`config.mk`:
```
export PLATFORM = sky130hd
export DESIGN_NAME = chan_load_counter_flat
export DESIGN_NICKNAME = d
export VERILOG_FILES = /design/src/rtl/chan_load_counter_pkg.sv /design/src/rtl/chan_load_counter_if.sv /design/src/rtl/chan_load_counter_select.sv /design/src/rtl/chan_load_counter.sv /design/src/flat_wrapper.sv
export SDC_FILE = /design/constraint.sdc
export NUM_CORES = 1
export LEC_CHECK = 0
export ABC_AREA = 0
export BUFFER_PORTS_ARGS = -buffer_cell sky130_fd_sc_hd__buf_2
export CORE_MARGIN = 10
export CORE_UTILIZATION = 30
export DETAILED_ROUTE_END_ITERATION = 6
export HOLD_SLACK_MARGIN = 0.06
export MAX_ROUTING_LAYER = met4
export SYNTH_ARGS = -nofsm -noshare
export SYNTH_HDL_FRONTEND = slang
export SYNTH_SLANG_ARGS = --single-unit
```
`constraint.sdc`:
```
create_clock -name pclk -period 4.4 [get_ports pclk]
set_clock_uncertainty 0.1 [all_clocks]
set_input_delay 0.66 -clock pclk [delete_from_list [all_inputs] [get_ports pclk]]
set_output_delay 0.66 -clock pclk [all_outputs]
set_load 0.03 [all_outputs]
```
`src/rtl/chan_load_counter_pkg.sv`:
```
// Shared types for the channel load/count datapath: command encoding,
// output-stage states and the select-width derivation.
package chan_load_pkg;

    typedef enum logic [1:0] {
        MODE_HOLD = 2'b00,
        MODE_LOAD = 2'b01,
        MODE_UP   = 2'b10,
        MODE_DOWN = 2'b11
    } mode_t;

    typedef enum logic {
        OST_EMPTY = 1'b0,
        OST_FULL  = 1'b1
    } ostate_t;

    // A single channel still needs one select bit so the port never collapses.
    function automatic int sel_width(input int channels);
        if (channels <= 2) begin
            return 1;
        end else begin
            return $clog2(channels);
        end
    endfunction

endpackage

```
`src/rtl/chan_load_counter_if.sv`:
```
// Command side and result side of chan_load_counter grouped in one bundle;
// the producer/consumer pair uses master, the datapath uses slave.
interface chan_load_counter_if
    import chan_load_pkg::*;
#(
    parameter int WIDTH    = 8,
    parameter int CHANNELS = 2,
    parameter int SELW     = sel_width(CHANNELS)
);
    logic [CHANNELS*WIDTH-1:0] psrc_data;
    logic [SELW-1:0]           psrc_sel;
    logic [1:0]                pmode;
    logic                      pin_valid;
    logic                      pin_ready;
    logic [WIDTH-1:0]          pout_data;
    logic [SELW-1:0]           pout_sel;
    logic                      pout_wrap;
    logic                      pout_err;
    logic                      pout_valid;
    logic                      pout_ready;

    modport master (
        output psrc_data, psrc_sel, pmode, pin_valid, pout_ready,
        input  pin_ready, pout_data, pout_sel, pout_wrap, pout_err, pout_valid
    );

    modport slave (
        input  psrc_data, psrc_sel, pmode, pin_valid, pout_ready,
        output pin_ready, pout_data, pout_sel, pout_wrap, pout_err, pout_valid
    );
endinterface

```
`src/rtl/chan_load_counter_select.sv`:
```
// Combinational CHANNELS-to-one source mux; an out-of-range select yields
// zero and raises oor_o.
module chan_select
    import chan_load_pkg::*;
#(
    parameter int WIDTH    = 8,
    parameter int CHANNELS = 2,
    parameter int SELW     = sel_width(CHANNELS)
) (
    input  logic [CHANNELS*WIDTH-1:0] src_i,
    input  logic [SELW-1:0]           sel_i,
    output logic [WIDTH-1:0]          data_o,
    output logic                      oor_o
);
    localparam logic [SELW:0] CH_LIM = (SELW+1)'(CHANNELS);

    logic [WIDTH-1:0] chan_s [CHANNELS];

    for (genvar k = 0; k < CHANNELS; k++) begin : g_chan
        assign chan_s[k] = src_i[k*WIDTH +: WIDTH];
    end

    // Pick the selected channel or flag the select as out of range.
    always_comb begin
        data_o = {WIDTH{1'b0}};
        oor_o  = 1'b1;
        if ({1'b0, sel_i} < CH_LIM) begin
            data_o = chan_s[sel_i];
            oor_o  = 1'b0;
        end else begin
            data_o = {WIDTH{1'b0}};
            oor_o  = 1'b1;
        end
    end

endmodule

```
`src/rtl/chan_load_counter.sv`:
```
// Channel load / wrap counter with a one-entry valid/ready result stage.
// Each accepted command updates the accumulator and produces exactly one beat.
module chan_load_counter
    import chan_load_pkg::*;
#(
    parameter int               WIDTH    = 8,
    parameter int               CHANNELS = 2,
    parameter logic [WIDTH-1:0] LIMIT    = {WIDTH{1'b1}},
    localparam int              SELW     = sel_width(CHANNELS)
) (
    input  logic                pclk,
    input  logic                prst_n,
    chan_load_counter_if.slave  bus
);
    localparam logic [WIDTH-1:0] ONE  = {{(WIDTH-1){1'b0}}, 1'b1};
    localparam logic [WIDTH-1:0] ZERO = {WIDTH{1'b0}};

    logic [WIDTH-1:0] acc_q, acc_d;
    logic             wrap_d, err_d;
    logic [WIDTH-1:0] sel_data_s;
    logic             sel_oor_s;
    logic             pin_ready_s, accept_s;

    ostate_t          state_q;
    logic [WIDTH-1:0] out_data_q;
    logic [SELW-1:0]  out_sel_q;
    logic             out_wrap_q, out_err_q;

    chan_select #(
        .WIDTH    (WIDTH),
        .CHANNELS (CHANNELS),
        .SELW     (SELW)
    ) u_select (
        .src_i  (bus.psrc_data),
        .sel_i  (bus.psrc_sel),
        .data_o (sel_data_s),
        .oor_o  (sel_oor_s)
    );

    assign pin_ready_s = (state_q == OST_EMPTY) | bus.pout_ready;
    assign accept_s    = bus.pin_valid & pin_ready_s;

    // Next accumulator value and beat flags for the command on the inputs.
    always_comb begin
        acc_d  = acc_q;
        wrap_d = 1'b0;
        err_d  = 1'b0;
        case (mode_t'(bus.pmode))
            MODE_HOLD: acc_d = acc_q;
            MODE_LOAD: begin
                acc_d = sel_data_s;
                err_d = sel_oor_s;
            end
            // Loaded values above LIMIT are legal; UP folds them straight to zero.
            MODE_UP: begin
                if (acc_q >= LIMIT) begin
                    acc_d  = ZERO;
                    wrap_d = 1'b1;
                end else begin
                    acc_d  = acc_q + ONE;
                end
            end
            MODE_DOWN: begin
                if (acc_q == ZERO) begin
                    acc_d  = LIMIT;
                    wrap_d = 1'b1;
                end else begin
                    acc_d  = acc_q - ONE;
                end
            end
            default: acc_d = acc_q;
        endcase
    end

    // Accumulator advances only on an accepted command.
    always_ff @(posedge pclk or negedge prst_n) begin
        if (!prst_n) begin
            acc_q <= ZERO;
        end else if (accept_s) begin
            acc_q <= acc_d;
        end
    end

    // One-entry output stage: occupancy state plus the registered beat.
    always_ff @(posedge pclk or negedge prst_n) begin
        if (!prst_n) begin
            state_q    <= OST_EMPTY;
            out_data_q <= ZERO;
            out_sel_q  <= {SELW{1'b0}};
            out_wrap_q <= 1'b0;
            out_err_q  <= 1'b0;
        end else begin
            case (state_q)
                OST_EMPTY: state_q <= accept_s ? OST_FULL : OST_EMPTY;
                OST_FULL:  state_q <= (accept_s || !bus.pout_ready) ? OST_FULL : OST_EMPTY;
                default:   state_q <= OST_EMPTY;
            endcase
            if (accept_s) begin
                out_data_q <= acc_d;
                out_sel_q  <= bus.psrc_sel;
                out_wrap_q <= wrap_d;
                out_err_q  <= err_d;
            end
        end
    end

    assign bus.pin_ready  = pin_ready_s;
    assign bus.pout_valid = (state_q == OST_FULL);
    assign bus.pout_data  = out_data_q;
    assign bus.pout_sel   = out_sel_q;
    assign bus.pout_wrap  = out_wrap_q;
    assign bus.pout_err   = out_err_q;

endmodule

```
`src/flat_wrapper.sv`:
```
// flat-port wrapper written by rule: the top's interface ports become plain ports
module chan_load_counter_flat import chan_load_pkg::*;
#(
    parameter int               WIDTH    = 8,
    parameter int               CHANNELS = 2,
    parameter logic [WIDTH-1:0] LIMIT    = {WIDTH{1'b1}},
    localparam int              SELW     = sel_width(CHANNELS)
)
  (pclk, prst_n, bus_psrc_data, bus_psrc_sel, bus_pmode, bus_pin_valid, bus_pout_ready, bus_pin_ready, bus_pout_data, bus_pout_sel, bus_pout_wrap, bus_pout_err, bus_pout_valid);
  chan_load_counter_if #(.WIDTH(WIDTH), .CHANNELS(CHANNELS)) bus_i ();
  input  logic pclk;
  input  logic prst_n;
  input wire logic [$bits(bus_i.psrc_data)-1:0] bus_psrc_data;
  input wire logic [$bits(bus_i.psrc_sel)-1:0] bus_psrc_sel;
  input wire logic [$bits(bus_i.pmode)-1:0] bus_pmode;
  input wire logic [$bits(bus_i.pin_valid)-1:0] bus_pin_valid;
  input wire logic [$bits(bus_i.pout_ready)-1:0] bus_pout_ready;
  output wire logic [$bits(bus_i.pin_ready)-1:0] bus_pin_ready;
  output wire logic [$bits(bus_i.pout_data)-1:0] bus_pout_data;
  output wire logic [$bits(bus_i.pout_sel)-1:0] bus_pout_sel;
  output wire logic [$bits(bus_i.pout_wrap)-1:0] bus_pout_wrap;
  output wire logic [$bits(bus_i.pout_err)-1:0] bus_pout_err;
  output wire logic [$bits(bus_i.pout_valid)-1:0] bus_pout_valid;
  assign bus_i.psrc_data = bus_psrc_data;
  assign bus_i.psrc_sel = bus_psrc_sel;
  assign bus_i.pmode = bus_pmode;
  assign bus_i.pin_valid = bus_pin_valid;
  assign bus_i.pout_ready = bus_pout_ready;
  assign bus_pin_ready = bus_i.pin_ready;
  assign bus_pout_data = bus_i.pout_data;
  assign bus_pout_sel = bus_i.pout_sel;
  assign bus_pout_wrap = bus_i.pout_wrap;
  assign bus_pout_err = bus_i.pout_err;
  assign bus_pout_valid = bus_i.pout_valid;
  chan_load_counter #(.WIDTH(WIDTH), .CHANNELS(CHANNELS), .LIMIT(LIMIT)) u_core (.pclk(pclk), .prst_n(prst_n), .bus(bus_i));
endmodule
```
==> results of run 1 <==
==> routing by layer <==
layer  GRT usage [%]  wire length [um]  vias up
met5               -                 0        -
met4            5.56                86        0
met3            1.69               217        7
met2            18.2              1620       52
met1            12.1              1360      532
li1                -                 -      536
==> report_power, final <==
| part | switching [mW] | internal, mW |
|---|---|---|
| Combinational | 0.153 | 0.0933 |
| Clock | 0.0418 | 0.0353 |
| Sequential | 0.0574 | 0.123 |
==> final cells by class <==
class / count / area share, %
Inverter: 6 / 1.82
Tap cell: 46 / 4.66
Sequential cell: 11 / 22.3
Timing Repair Buffer: 34 / 13.8
Clock buffer: 4 / 2.13
Multi-Input combinational cell: 101 / 55.4
==> synthesized netlist by cell type, types with 4 or more instances <==
library cell  instances
dfrtp_1              11
nand2_1               9
nor2_1                9
o21ai_0               8
a21oi_1               7
mux2i_1               7
inv_1                 6
a31oi_1               5
and3_1                4
nand2b_1              4
==> per-stage QoR <==
stage | hold slack [ps] | cell area, um^2
after global placement | 363 | 1210
final | 139 | 1240
after floorplan | 264 | 1040
after global routing | 162 | 1240
after CTS | 149 | 1240
after detailed placement | 374 | 1210
==> critical path, delay by kind of cell (launching register included) <==
kind            cells  cell delay, ps
fa+ha+maj           1             170
compound gates      1             190
simple gates        3             840
buf+inv             1             150
flops               1             470
==> registers in the layout, summed over array words and instances, names as in the netlist <==
name	count
u_core.bus.pout_sel	1
u_core.bus.pout_wrap	1
u_core.acc_q	8
u_core.bus.pout_valid	1
==> logic make-up after synthesis <==
logic type,share of synthesized area (%)
xor+xnor,1.69
simple gates,24.9
mux,7.83
compound gates,27.5
flops,26.5
fa+ha+maj,3.61
other cells,0.361
buf+inv,7.59
==> path summary, 6_finish.rpt <==
kind,cells past startpoint,slack (ps),to,startpoint
min in group pclk,2,380,u_core.bus.pout_wrap,u_core.bus.pout_wrap
setup / recovery,6,2400,u_core.acc_q[3],u_core.acc_q[0]
hold / removal,1,140,u_core.bus.pout_wrap,prst_n
hold reg to reg,2,380,u_core.bus.pout_wrap,u_core.bus.pout_wrap
max in group asynchronous,1,3830,u_core.acc_q[1],prst_n
setup reg to reg,6,2400,u_core.acc_q[3],u_core.acc_q[0]
==> impl_metrics.yaml, run 1 <==
floorplan:
  die_h_um: 78.8
  die_x_um: 78.8
  coreArea_um2: 3340
  rows: 21
  io_pins: 36
  start_util_pct: 31.1
  die_area_um2: 6210
logic_synthesis:
  ys_seq_area_share_pct: 26.5
  syn_inst: 127
  async_flop_share_pct: 100
  synth_area_um2: 1040
  yosysTopAreaCell: "dfrtp_1"
  yosys_warnings: 0
  yosysUniqueCellTypes: 48
  synth_edf_count: 0
  yosysTopAreaCellShare_pct: 26.5
  syn_nets: 153
  synth_ff_type: "dfrtp_1"
  ys_top_cells_by_area: "dfrtp_1 (27%), mux2i_1 (6.7%), o21ai_0 (3.9%), ha_1 (3.6%), a21oi_1 (3.4%)"
  ys_ff_latch: 11
  avgSynthCellArea_um2: 8.18
critical_path:
  crit_required_ps: 4510
  path_cells: "inv_1 > ha_1 > or4b_4 > nor3_4 > nor3_1 > a22oi_1"
  cp-start-kind: "flip-flop"
  worstSetupEndpointType: "flip-flop"
  critPathKind: "flip-flop to flip-flop"
  critPathMaxFanout: 8
  slowest_delay_ps: 500
  cp.arrival_ps: 2100
  slowest_stage: "or4b_4"
power_and_ir_drop:
  vdd_drop_max_mv: 0.119
  total_power_uw: 504
  p_per_area_nw_per_um2: 408
  power.leakage_nw: 0.578
grt:
  antenna_found_initial: 0
  grt_remaining_overflow: 0
  track_usage_pct: 10.8
  grt_pass1_wl_um: 5390
  first_global_vias: 1172
  grt_max_degree: 17
finish:
  final_common_cell: "buf_2"
  drive_gt1_share_pct: 26.9
  final_cell_mix: "buf_2 (34), dfrtp_1 (11), nor2_1 (9), nand2_1 (9), o21ai_0 (8)"
  multiInputGateArea_um2: 684
  filler_cell_count: 373
  final-instance-count-excl-fill: 202
  diodes: 0
  final_core_util_pct: 37.0
  syn2layout_area_growth_pct: 19.0
  nets: 183
  seq_area_um2: 275
cts:
  holdBufCountCts: 0
  post-cts-setup-buffer-count: 0
  cts.clk_slew.worst_paths_ps: 80
  numClockSinks: 11
  cts_resized: 0
  cts_buffers: 3
  cts_tree: "yes"
  cts_root_buffer: "clkbuf_4"
  clk_path_buf_depth: 2
  htreeDepth: 1
  insertion_delay_ps: 290
job:
  max-cap-violations: 0
sta:
  rsz0062_at_grt: "false"
  drv_slew: 0
  layout_min_cycle_time_ps: 2000
  setup_ws_ps: 2400
  fmax_mhz: 501
  setup-tns-final_ps: 0
  finalHoldViolCount: 0
  period_share_pct: 45.4
  setup_violations: 0
place:
  dp.cells: 198
  io_buffers: 34
  place.detailed.hpwl_um: 2560
  gp_congestion: 0.874
  pre_cts_ws_ps: 2330
drt:
  drc: 0
  viasPerCell: 5.58
  initialDrtViolationCount: 190
  num_vias: 1127
  first_pass_iters: 4
  routedWlPerCell_um: 16.3
  routed_wl_um: 3290
  antenna_left: 0
worst_hold_path:
  hp-class: "input pin to asynchronous set/reset pin"
run_status:
  status: "finished, final reports clean"
(Power assumes the default switching activity.)
==> run 2, diff against run 1 <==
- clock period: 4.4 -> 1.7 ns (I/O delays scaled with it)
==> impl_metrics.yaml, run 2 (synthesized netlist as in run 1, its figures left out) <==
floorplan:
  coreArea_um2: 3340
  die_area_um2: 6210
  die_h_um: 78.8
  start_util_pct: 31.1
  rows: 21
  die_x_um: 78.8
  io_pins: 36
critical_path:
  critPathMaxFanout: 5
  worstSetupEndpointType: "flip-flop"
  cp-start-kind: "flip-flop"
  cp.arrival_ps: 1950
  r2r_slack_ps: -130
  crit_required_ps: 1810
  reg2regPathDepth: 7
  critPathKind: "flip-flop to flip-flop"
sta:
  setup_ws_ps: -133
  rsz0062_at_grt: "true"
  finalHoldViolCount: 0
  period_share_pct: 108
  fmax_mhz: 545
  setup_violations: 5
  layout_min_cycle_time_ps: 1830
  drv_slew: 0
cts:
  htreeDepth: 1
  cts.clk_slew.worst_paths_ps: 80
  numClockSinks: 11
  cts_tree: "yes"
  insertion_delay_ps: 280
  cts_root_buffer: "clkbuf_4"
  cts_buffers: 3
  clk_path_buf_depth: 2
power_and_ir_drop:
  vdd_drop_max_mv: 0.493
  p_per_area_nw_per_um2: 1060
  power.leakage_nw: 0.688
grt:
  first_global_vias: 1273
  grt_remaining_overflow: 0
  track_usage_pct: 11.8
  antenna_found_initial: 0
  grt_max_degree: 16
  grt_pass1_wl_um: 5820
drt:
  first_pass_iters: 4
  routed_wl_um: 3650
  viasPerCell: 5.41
  initialDrtViolationCount: 136
  num_vias: 1212
  antenna_left: 0
  routedWlPerCell_um: 16.3
  drc: 0
place:
  io_buffers: 34
  pre_cts_ws_ps: -97.8
  gp_congestion: 0.914
  place.detailed.hpwl_um: 2850
  placed_area_um2: 1350
run_status:
  violations: "negative setup slack"
  status: "finished with violations"
finish:
  fin_area_um2: 1470
  final_core_util_pct: 44.1
  final_common_cell: "buf_2"
  largest_register_ffs: 8
  drive_gt1_share_pct: 42.7
  regMostFlops: "u_core.acc_q"
  final_cell_mix: "buf_2 (34), buf_4 (21), nor2_1 (9), nand2_1 (9), dfrtp_1 (8)"
  nets: 205
  diodes: 0
  syn2layout_area_growth_pct: 41.6
worst_hold_path:
  holdPathStages: 2
  hp-class: "input pin to flip-flop"
job:
  max-cap-violations: 0
==> run 2: report_power, final <==
part	internal [mW]	leakage, nW	switching, mW
logic	0.427	0.543	0.569
clock network	0.0911	0.0150	0.0980
registers	0.324	0.130	0.0502
total	0.843	0.688	0.717
==> run 2: worst max-delay path: stages (launching register included) <==
cell     delay (ps)
dfrtp_2         420
inv_2            60
ha_1            140
or4b_4          510
nor3_4          210
buf_4           150
a41oi_2          30
o21ai_1         140
==> run 2: cell type report <==
class                           count  area, um^2
Fill cell                         351        1870
Tap cell                           46        57.6
Timing Repair Buffer               56         338
Sequential cell                    11         279
Multi-Input combinational cell    101         747
Inverter                            6        22.5
Clock buffer                        4        26.3
==> run 2: final timing paths <==
check	to	startpoint
setup / recovery	u_core.bus.pout_wrap	u_core.acc_q[0]
setup reg to reg	u_core.bus.pout_wrap	u_core.acc_q[0]
hold reg to reg	u_core.bus.pout_wrap	u_core.bus.pout_wrap
min in group asynchronous	u_core.bus.pout_wrap	prst_n
max in group asynchronous	u_core.acc_q[0]	prst_n
hold / removal	u_core.bus.pout_valid	bus_pin_valid
==> run 2: metal layers <==
metal  GRT usage [%]  routed length (um)
met4            4.30                  61
met5               -                   0
met2            19.7                1730
met1            12.6                1540
met3            4.05                 309
==> run 2: timing repair <==
item	CTS	global route
hold buffers	1	0
pin swaps	0	5
buffers inserted	1	2
setup endpoints to repair	7	8
endpoints found under the hold margin	11	0
gates resized for setup	2	10
==> run 2: stage by stage <==
| step | hold WS [ps] | std cells | setup TNS [ps] | power, mW |
|---|---|---|---|---|
| floorplan | -141 | 127 | -359 | 0.936 |
| global placement | 49.2 | 216 | -255 | 1.26 |
| detailed placement | 55.4 | 216 | -263 | 1.26 |
| CTS | 144 | 222 | -271 | 1.48 |
| global route | 159 | 224 | -909 | 1.68 |
| finish | 147 | 224 | -312 | 1.56 |
==> run 3, diff against run 2 <==
- SKIP_LAST_GASP: unset -> 1
==> impl_metrics.yaml, run 3 (synthesized netlist as in run 1, its figures left out) <==
place:
  gp_congestion: 0.914
  place.detailed.hpwl_um: 2850
  io_buffers: 34
  dp.cells: 216
floorplan:
  io_pins: 36
  die_area_um2: 6210
  die_x_um: 78.8
  start_util_pct: 31.1
  die_h_um: 78.8
  coreArea_um2: 3340
  rows: 21
sta:
  drv_slew: 0
  whs_ps: 148
  fmax_mhz: 545
  rsz0062_at_grt: "true"
  finalHoldViolCount: 0
  setup-tns-final_ps: -305
  setup_ws_ps: -134
  layout_min_cycle_time_ps: 1830
  setup_violations: 5
  period_share_pct: 108
finish:
  largest_register_ffs: 8
  drive_gt1_share_pct: 41.6
  syn2layout_area_growth_pct: 39.8
  nets: 205
  filler_cell_count: 352
  final_cell_mix: "buf_2 (34), buf_4 (21), nor2_1 (9), nand2_1 (9), dfrtp_1 (8)"
  final_common_cell: "buf_2"
  final-instance-count-excl-fill: 224
  multiInputGateArea_um2: 728
  diodes: 0
  regMostFlops: "u_core.acc_q"
  seq_area_um2: 279
critical_path:
  slowest_delay_ps: 510
  crit_buf_inv: 2
  cp-startpoint: "u_core.acc_q[0]"
  worstSetupEndpointType: "flip-flop"
  critPathMaxFanout: 5
  rr_startpoint: "u_core.acc_q[0]"
  reg2regPathDepth: 7
  cp.arrival_ps: 1950
  critPathTopFamily: "simple AND/OR/NAND/NOR gates"
  r2r_end: "u_core.bus.pout_wrap"
  r2r_slack_ps: -130
  slowest_stage: "or4b_4"
  critPathKind: "flip-flop to flip-flop"
  cp-start-kind: "flip-flop"
  crit_required_ps: 1810
  path_cells: "inv_2 > ha_1 > or4b_4 > nor3_4 > buf_4 > a41oi_2 > o21ai_1"
drt:
  routedWlPerCell_um: 16.1
  drc: 0
  num_vias: 1217
  first_pass_iters: 4
  routed_wl_um: 3610
  antenna_left: 0
  viasPerCell: 5.43
  initialDrtViolationCount: 122
worst_hold_path:
  hp-class: "input pin to flip-flop"
  holdPathStages: 2
  hold_end: "u_core.bus.pout_valid"
  min_from: "bus_pin_valid"
run_status:
  status: "finished with violations"
  violations: "negative setup slack"
grt:
  grt_pass1_wl_um: 5820
  antenna_found_initial: 0
  grt_max_degree: 16
  first_global_vias: 1273
  grt_remaining_overflow: 0
  track_usage_pct: 11.8
cts:
  cts_tree: "yes"
  cts_root_buffer: "clkbuf_4"
  cts_buffers: 3
  insertion_delay_ps: 280
  clk_path_buf_depth: 2
  numClockSinks: 11
  htreeDepth: 1
  cts.clk_slew.worst_paths_ps: 80
power_and_ir_drop:
  vdd_drop_max_mv: 0.491
  power.leakage_nw: 0.686
  p_per_area_nw_per_um2: 1060
job:
  max-cap-violations: 0
## run 3: cell counts in the layout (fill, tap and decap cells not counted)
No cell type changed its count.
## run 3: cell type report
type	instances	share of cell area (%)
Multi-Input combinational cell	101	50.2
Timing Repair Buffer	56	23.3
Sequential cell	11	19.2
Tap cell	46	3.97
Clock buffer	4	1.81
Inverter	6	1.55
## run 3: through the flow
step	setup WS (ps)	instance area [um^2]	total power, mW	util (%)
6_report	-134	1450	1.54	43.5
5_1_grt	-194	1450	1.66	43.5
4_1_cts	-66.9	1400	1.48	41.9
3_5_place_dp	-97.8	1350	1.26	40.4
3_3_place_gp	-99.0	1350	1.26	40.4
2_1_floorplan	-115	1050	0.936	-
## run 3: worst max-delay path by stage
| stage | to | cells after the start |
|---|---|---|
| global placement | u_core.acc_q[5] | 6 |
| finish | u_core.bus.pout_wrap | 7 |
| CTS | u_core.acc_q[3] | 6 |
| detailed placement | u_core.acc_q[5] | 6 |
| global route | u_core.bus.pout_wrap | 7 |
| floorplan | u_core.acc_q[3] | 6 |
## run 3: worst reg2reg max path: stages (launching register included)
cell     delay (ps)
dfrtp_2         420
inv_2            60
ha_1            140
or4b_4          510
nor3_4          210
buf_4           150
a41oi_2          30
o21ai_1         150
## run 3: power by group
group	switching, mW	internal (mW)	total [mW]	leakage, nW
Combinational	0.558	0.414	0.973	0.540
Sequential	0.0500	0.324	0.374	0.130
Clock	0.0993	0.0911	0.190	0.0150
## run 3: timing repair
action | in CTS | in global routing
cloned | 0 | 0
endpoints found under the hold margin | 11 | 0
setup endpoints to repair | 7 | 8
pin swaps | 0 | 5
hold buffers | 1 | 0
resized for setup | 1 | 8
setup buffers | 1 | 2
## run 3: metal layers
layer	global-route usage (%)	up-vias	part of all wire (%)
li1	-	582	-
met1	12.6	568	41
met2	19.7	59	48
met3	4.05	8	9.4
met4	4.30	0	1.8
met5	-	-	0
